## config.mk

```make
export PLATFORM = sky130hd
export DESIGN_NAME = debug_exec_ctrl
export DESIGN_NICKNAME = d
export VERILOG_FILES = /design/src/rtl/debug_exec_ctrl.sv
export SDC_FILE = /design/constraint.sdc
export NUM_CORES = 1
export LEC_CHECK = 0
export CAP_MARGIN = 20
export CORE_UTILIZATION = 49
export DETAILED_ROUTE_END_ITERATION = 8
export PLACE_DENSITY_LB_ADDON = 0.05
export RECOVER_POWER = 100
export SLEW_MARGIN = 30
export SYNTH_ARGS = -nofsm -noshare
export SYNTH_HDL_FRONTEND = slang
export SYNTH_SLANG_ARGS = --single-unit
```

## constraint.sdc

```tcl
create_clock -name clk -period 4.1 [get_ports clk]
set_input_delay 0.615 -clock clk [delete_from_list [all_inputs] [get_ports clk]]
set_output_delay 0.615 -clock clk [all_outputs]
set_load 0.01 [all_outputs]
```

## src/rtl/debug_exec_ctrl.sv

```systemverilog
`default_nettype none
// ============================================================================
// Module      : debug_exec_ctrl
// Description : Debug run/step/halt controller for the MIPS pipeline. Streams
//               a full machine-state dump MSB first over the UART TX handshake.
// Revision    : 1.0 - initial release
// ============================================================================
module debug_exec_ctrl #(
    parameter int NUM_LATCH = 20,
    parameter int NUM_REGS  = 32,
    parameter int NUM_MEM   = 32,
    parameter int READ_LAT  = 1
) (
    input  logic        clk,
    input  logic        reset,
    input  logic        cmd_valid,
    input  logic [7:0]  cmd_code,
    output logic        cmd_ready,
    input  logic        halt_detected,
    output logic        stop_debug,
    output logic        debug_on,
    output logic [6:0]  latch_sel,
    input  logic [31:0] latch_data,
    input  logic [31:0] pc,
    input  logic [31:0] reg_data,
    input  logic [31:0] mem_data,
    output logic [31:0] dbg_addr,
    output logic [7:0]  tx_data,
    output logic        tx_start,
    input  logic        tx_done,
    output logic        busy
);

    localparam int c_TOTAL    = 1 + NUM_LATCH + NUM_REGS + NUM_MEM;
    localparam int c_REG_BASE = 1 + NUM_LATCH;
    localparam int c_MEM_BASE = c_REG_BASE + NUM_REGS;
    localparam int c_WW       = $clog2(c_TOTAL);
    localparam int c_CW       = $clog2(READ_LAT + 1);

    localparam logic [2:0] c_S_HALTED = 3'd0;
    localparam logic [2:0] c_S_RUN    = 3'd1;
    localparam logic [2:0] c_S_STEP   = 3'd2;
    localparam logic [2:0] c_S_D_SEL  = 3'd3;
    localparam logic [2:0] c_S_D_WAIT = 3'd4;
    localparam logic [2:0] c_S_D_BYTE = 3'd5;
    localparam logic [2:0] c_S_D_TXW  = 3'd6;

    localparam logic [7:0] c_CMD_RUN  = 8'h63;
    localparam logic [7:0] c_CMD_STEP = 8'h73;
    localparam logic [7:0] c_CMD_HALT = 8'h68;
    localparam logic [7:0] c_CMD_DUMP = 8'h64;

    logic [2:0]      r_state;
    logic [c_WW-1:0] r_wordIdx;
    logic [c_CW-1:0] r_waitCnt;
    logic [1:0]      r_byteCnt;
    logic [31:0]     r_shift;
    logic            w_cmdTake;
    logic [31:0]     w_src;

    assign w_cmdTake = cmd_valid && cmd_ready;

    // Word 0 is the PC, then latches, register file, data memory.
    always_comb begin
        w_src = pc;
        if (r_wordIdx == '0)
            w_src = pc;
        else if (r_wordIdx < c_WW'(c_REG_BASE))
            w_src = latch_data;
        else if (r_wordIdx < c_WW'(c_MEM_BASE))
            w_src = reg_data;
        else
            w_src = mem_data;
    end

    always_ff @(posedge clk or negedge reset) begin
        if (!reset) begin
            r_state    <= c_S_HALTED;
            stop_debug <= 1'b1;
            cmd_ready  <= 1'b1;
            debug_on   <= 1'b0;
            busy       <= 1'b0;
            tx_start   <= 1'b0;
            tx_data    <= 8'h00;
            latch_sel  <= 7'd0;
            dbg_addr   <= 32'd0;
            r_wordIdx  <= '0;
            r_waitCnt  <= '0;
            r_byteCnt  <= 2'd0;
            r_shift    <= 32'd0;
        end else begin
            tx_start <= 1'b0;
            case (r_state)
                c_S_HALTED: begin
                    if (w_cmdTake) begin
                        case (cmd_code)
                            c_CMD_RUN: begin
                                r_state    <= c_S_RUN;
                                stop_debug <= 1'b0;
                            end
                            c_CMD_STEP: begin
                                r_state    <= c_S_STEP;
                                stop_debug <= 1'b0;
                                cmd_ready  <= 1'b0;
                            end
                            c_CMD_DUMP: begin
                                r_state   <= c_S_D_SEL;
                                busy      <= 1'b1;
                                debug_on  <= 1'b1;
                                cmd_ready <= 1'b0;
                                r_wordIdx <= '0;
                            end
                            default: ;
                        endcase
                    end
                end
                c_S_RUN: begin
                    if (halt_detected || (w_cmdTake && cmd_code == c_CMD_HALT)) begin
                        r_state    <= c_S_D_SEL;
                        stop_debug <= 1'b1;
                        busy       <= 1'b1;
                        debug_on   <= 1'b1;
                        cmd_ready  <= 1'b0;
                        r_wordIdx  <= '0;
                    end
                end
                c_S_STEP: begin
                    r_state    <= c_S_D_SEL;
                    stop_debug <= 1'b1;
                    busy       <= 1'b1;
                    debug_on   <= 1'b1;
                    r_wordIdx  <= '0;
                end
                c_S_D_SEL: begin
                    if (r_wordIdx == '0) begin
                        // PC needs no selector; leave both selectors untouched.
                    end else if (r_wordIdx < c_WW'(c_REG_BASE))
                        latch_sel <= 7'(r_wordIdx - c_WW'(1));
                    else if (r_wordIdx < c_WW'(c_MEM_BASE))
                        dbg_addr <= 32'(r_wordIdx - c_WW'(c_REG_BASE));
                    else
                        dbg_addr <= 32'(r_wordIdx - c_WW'(c_MEM_BASE));
                    r_waitCnt <= c_CW'(READ_LAT);
                    r_state   <= c_S_D_WAIT;
                end
                c_S_D_WAIT: begin
                    if (r_waitCnt == '0) begin
                        r_shift   <= w_src;
                        r_byteCnt <= 2'd0;
                        r_state   <= c_S_D_BYTE;
                    end else begin
                        r_waitCnt <= r_waitCnt - c_CW'(1);
                    end
                end
                c_S_D_BYTE: begin
                    tx_data  <= r_shift[31:24];
                    tx_start <= 1'b1;
                    r_state  <= c_S_D_TXW;
                end
                c_S_D_TXW: begin
                    if (tx_done) begin
                        r_shift   <= {r_shift[23:0], 8'h00};
                        r_byteCnt <= r_byteCnt + 2'd1;
                        if (r_byteCnt != 2'd3) begin
                            r_state <= c_S_D_BYTE;
                        end else if (r_wordIdx == c_WW'(c_TOTAL - 1)) begin
                            r_state   <= c_S_HALTED;
                            busy      <= 1'b0;
                            debug_on  <= 1'b0;
                            cmd_ready <= 1'b1;
                        end else begin
                            r_wordIdx <= r_wordIdx + c_WW'(1);
                            r_state   <= c_S_D_SEL;
                        end
                    end
                end
                default: r_state <= c_S_HALTED;
            endcase
        end
    end

endmodule
`default_nettype wire

```

==> results.txt <==
count of flip-flops with a built-in enable after synthesis = 0
vias in the first global route = 4974
final net count = 893
pins over their slew limit = 73
final setup margin = 0.714 ns
NetSw = 1.19 mW
Synth Warn # = 0
Total Routed Length = 15.1 mm
CP max FO = 35
Post-Synthesis Cells = 613
quantity of gates resized following cts = 0
Max Clk Rate = 295 MHz
Syn-to-layout area delta = 37.9%
clock power share = 19.8%
grt ovf = 0
number of synthesized register bits = 72
CTS Root Buffer Type = clkbuf_8
Logic pwr share = 43.1%
Die X-Extent = 105 um
dominant cell type by area after synthesis = dfrtp_1
most common flop cell mapped by yosys = dfrtp_1
FF-to-FF setup slack = 0.71 ns
setup_tns = 0 ns
grt met3 use = 3.62%
met2 usage = 44.6%
top-count cell post-synth = nand2_1
Core Util, Final = 69.4%
Static Leak = 2.94 nW
WP data required = 4.37 ns
Min Hold Slack = 0.474 ns
initial antenna violation count = 0
clock buffer depth = 2
1st-pass router iterations = 5
Worst-Skew Late Latency = 0.35 ns
Synth Cell Area = 5200 um^2
FFs w/ async S/R, synth = 100%
Post-synth top cells = nand2_1, dfrtp_1, o21ai_0, mux2_2, nor2b_1
mean post-synth cell area = 8.48 um^2
total die area = 11000 um^2
busiest grt layer = met2
Pwr per Cell Area = 443 nW/um^2
Synth area leaders = dfrtp_1, nand2_1, mux2_2
proportion of layout cells with a drive suffix above 1 = 9.30%
I/O Buffers = 192
GR Layer Usage met1 = 39.1%
first-pass GRT wire length = 24.7 mm
Worst setup SP type = register
Setup Buffers After CTS = 0
Antenna Cells = 0
Avg WL per Cell = 16.9 um
hold path startpoint = tx_data[7]
post-route ant nets = 0
Hold EP = tx_data[7]
pre-CTS WS = 1.06 ns
Slew @ Worst Pin = 1.79 ns
Slew headroom = -19.2%
I/O pin count = 193
r2r worst-path depth = 8
RD Place Congestion = 0.842
Synth top area share = 33.7%
MaxCap Viol Count = 1
filler cell count in the final layout = 838
Post-CTS Hold Fix Bufs = 0
Reg2Reg Capture Point = r_shift[2]
CTS clk-pin slew, worst paths = 0.08 ns
DR vias/cell = 5.92
H-tree depth = 3
critical path arrival = 3.66 ns
Final Instance Area = 7170 um^2
Initial Util = 50.3%
Syn Nets = 758
Max VDD drop = 0.000228 V
Iteration-0 DRC Markers = 359
unrepaired setup endpoints after global routing = false
placed cell area = 6960 um^2
Net Sw Frac = 37.5%
vias = 5260
row cnt = 37
TritonCTS clock tree = yes
Cell Int Power = 1.99 mW
worst min path class = reg -> reg
WHS Path Cells = 2
status = complete, but fails checks
largest net degree at the start of global routing = 73
Setup CP Type = reg -> reg
failing checks = max-capacitance violations, max-slew violations
Core Area = 10300 um^2
DP Wirelength = 10.9 mm
reg-to-reg startpoint = r_wordIdx[0]
DR DRC count = 0
sequential fraction of the synthesis area = 34.7%
Final Cycle Share = 82.6%
Final Critical Period = 3.39 ns
Flop pwr share = 37.1%
Tot GR Track Use = 27.9%
Setup Skew = 0.00627 ns
clock sinks = 72
die outline height = 105 um
cts bufs inserted = 9
endpoints failing setup = 0
count of cell types in the netlist = 58
Worst setup EP type = register
Hold Vio Cnt, Final = 0
-- layer usage --
metal | wire length (um) | up-vias
met5 | 0 | -
met4 | 212 | 0
met3 | 1260 | 16
met2 | 7090 | 304
met1 | 6490 | 2443
li1 | - | 2497
-- worst max path at each step --
stage / to / slack [ns] / start
finish: r_shift[2] / 0.71 / r_wordIdx[0]
global route: r_shift[6] / 0.40 / r_wordIdx[0]
CTS: latch_sel[2] / 1.06 / r_wordIdx[0]
detailed placement: latch_sel[2] / 1.06 / r_wordIdx[0]
global placement: latch_sel[2] / 1.22 / r_wordIdx[0]
floorplan: r_shift[2] / 1.86 / r_wordIdx[0]
-- sequential cells by signal (all words and copies together) (netlist names) --
signal	cells
r_wordIdx	7
tx_data	8
busy	1
tx_start	1
r_state	3
latch_sel	7
cmd_ready	1
r_byteCnt	2
r_waitCnt	1
stop_debug	1
r_shift	32
dbg_addr	8
-- logic make-up (layout without fill, tap and decap cells) --
kind of cell,Yosys count,count (layout),share of synthesized area [%]
and+or+nand+nor,246,246,24.2
AOI/OAI and AO/OA,166,166,23.2
buffers and inverters,84,224,8.43
DFF,72,72,34.7
muxes,34,34,7.37
xor gates and xnor gates,7,7,1.18
adders and majority gates,4,4,0.963
-- through the flow --
stage / cells / total power [mW]
CTS: 889 / 3.22
global route: 889 / 3.40
finish: 889 / 3.18
floorplan: 613 / 2.05
global placement: 873 / 2.57
detailed placement: 873 / 2.59
-- power groups by stage --
stage | clock (mW) | combinational (mW) | sequential, mW
after global placement | 0 | 1.38 | 1.19
after detailed placement | 0 | 1.40 | 1.19
after CTS | 0.635 | 1.41 | 1.18
final | 0.629 | 1.37 | 1.18
after floorplan | 0 | 0.949 | 1.10
after global routing | 0.666 | 1.52 | 1.21
-- placed cells by master, fill, tap and decap left out, drive strengths merged, types with 4 or more instances in the layout --
master,count
nor2,11
nand3b,28
a222oi,8
a221oi,25
nand2,125
mux2,34
nor3,4
a2bb2oi,9
ha,4
clkbuf,14
a21o,6
dlygate4sd3,52
clkdlybuf4s50,139
nand2b,7
a21oi,7
a41oi,24
nor2b,34
nand4,4
and3,4
inv,5
buf,8
xor2,4
dfrtp,70
a22oi,8
nand3,14
o21ai,56
-- layout make-up --
class                           instances  area [um^2]  share of cell area [%]
Sequential cell                        72         1810                    25.2
Multi-Input combinational cell        457         2960                    41.4
Inverter                                6         22.5                   0.314
Tap cell                              136          170                    2.37
Clock inverter                          5         80.1                    1.12
Clock buffer                           11          141                    1.97
Timing Repair Buffer                  202         1980                    27.7
-- critical path: stages, from the launching register on --
cell	delay [ns]
dfrtp_1	0.46
inv_1	0.15
ha_1	0.26
nand2b_1	0.24
a21bo_2	0.75
and3_1	0.33
clkbuf_1	0.65
a222oi_1	0.27
o21ai_0	0.19
(Power assumes the default switching activity.)
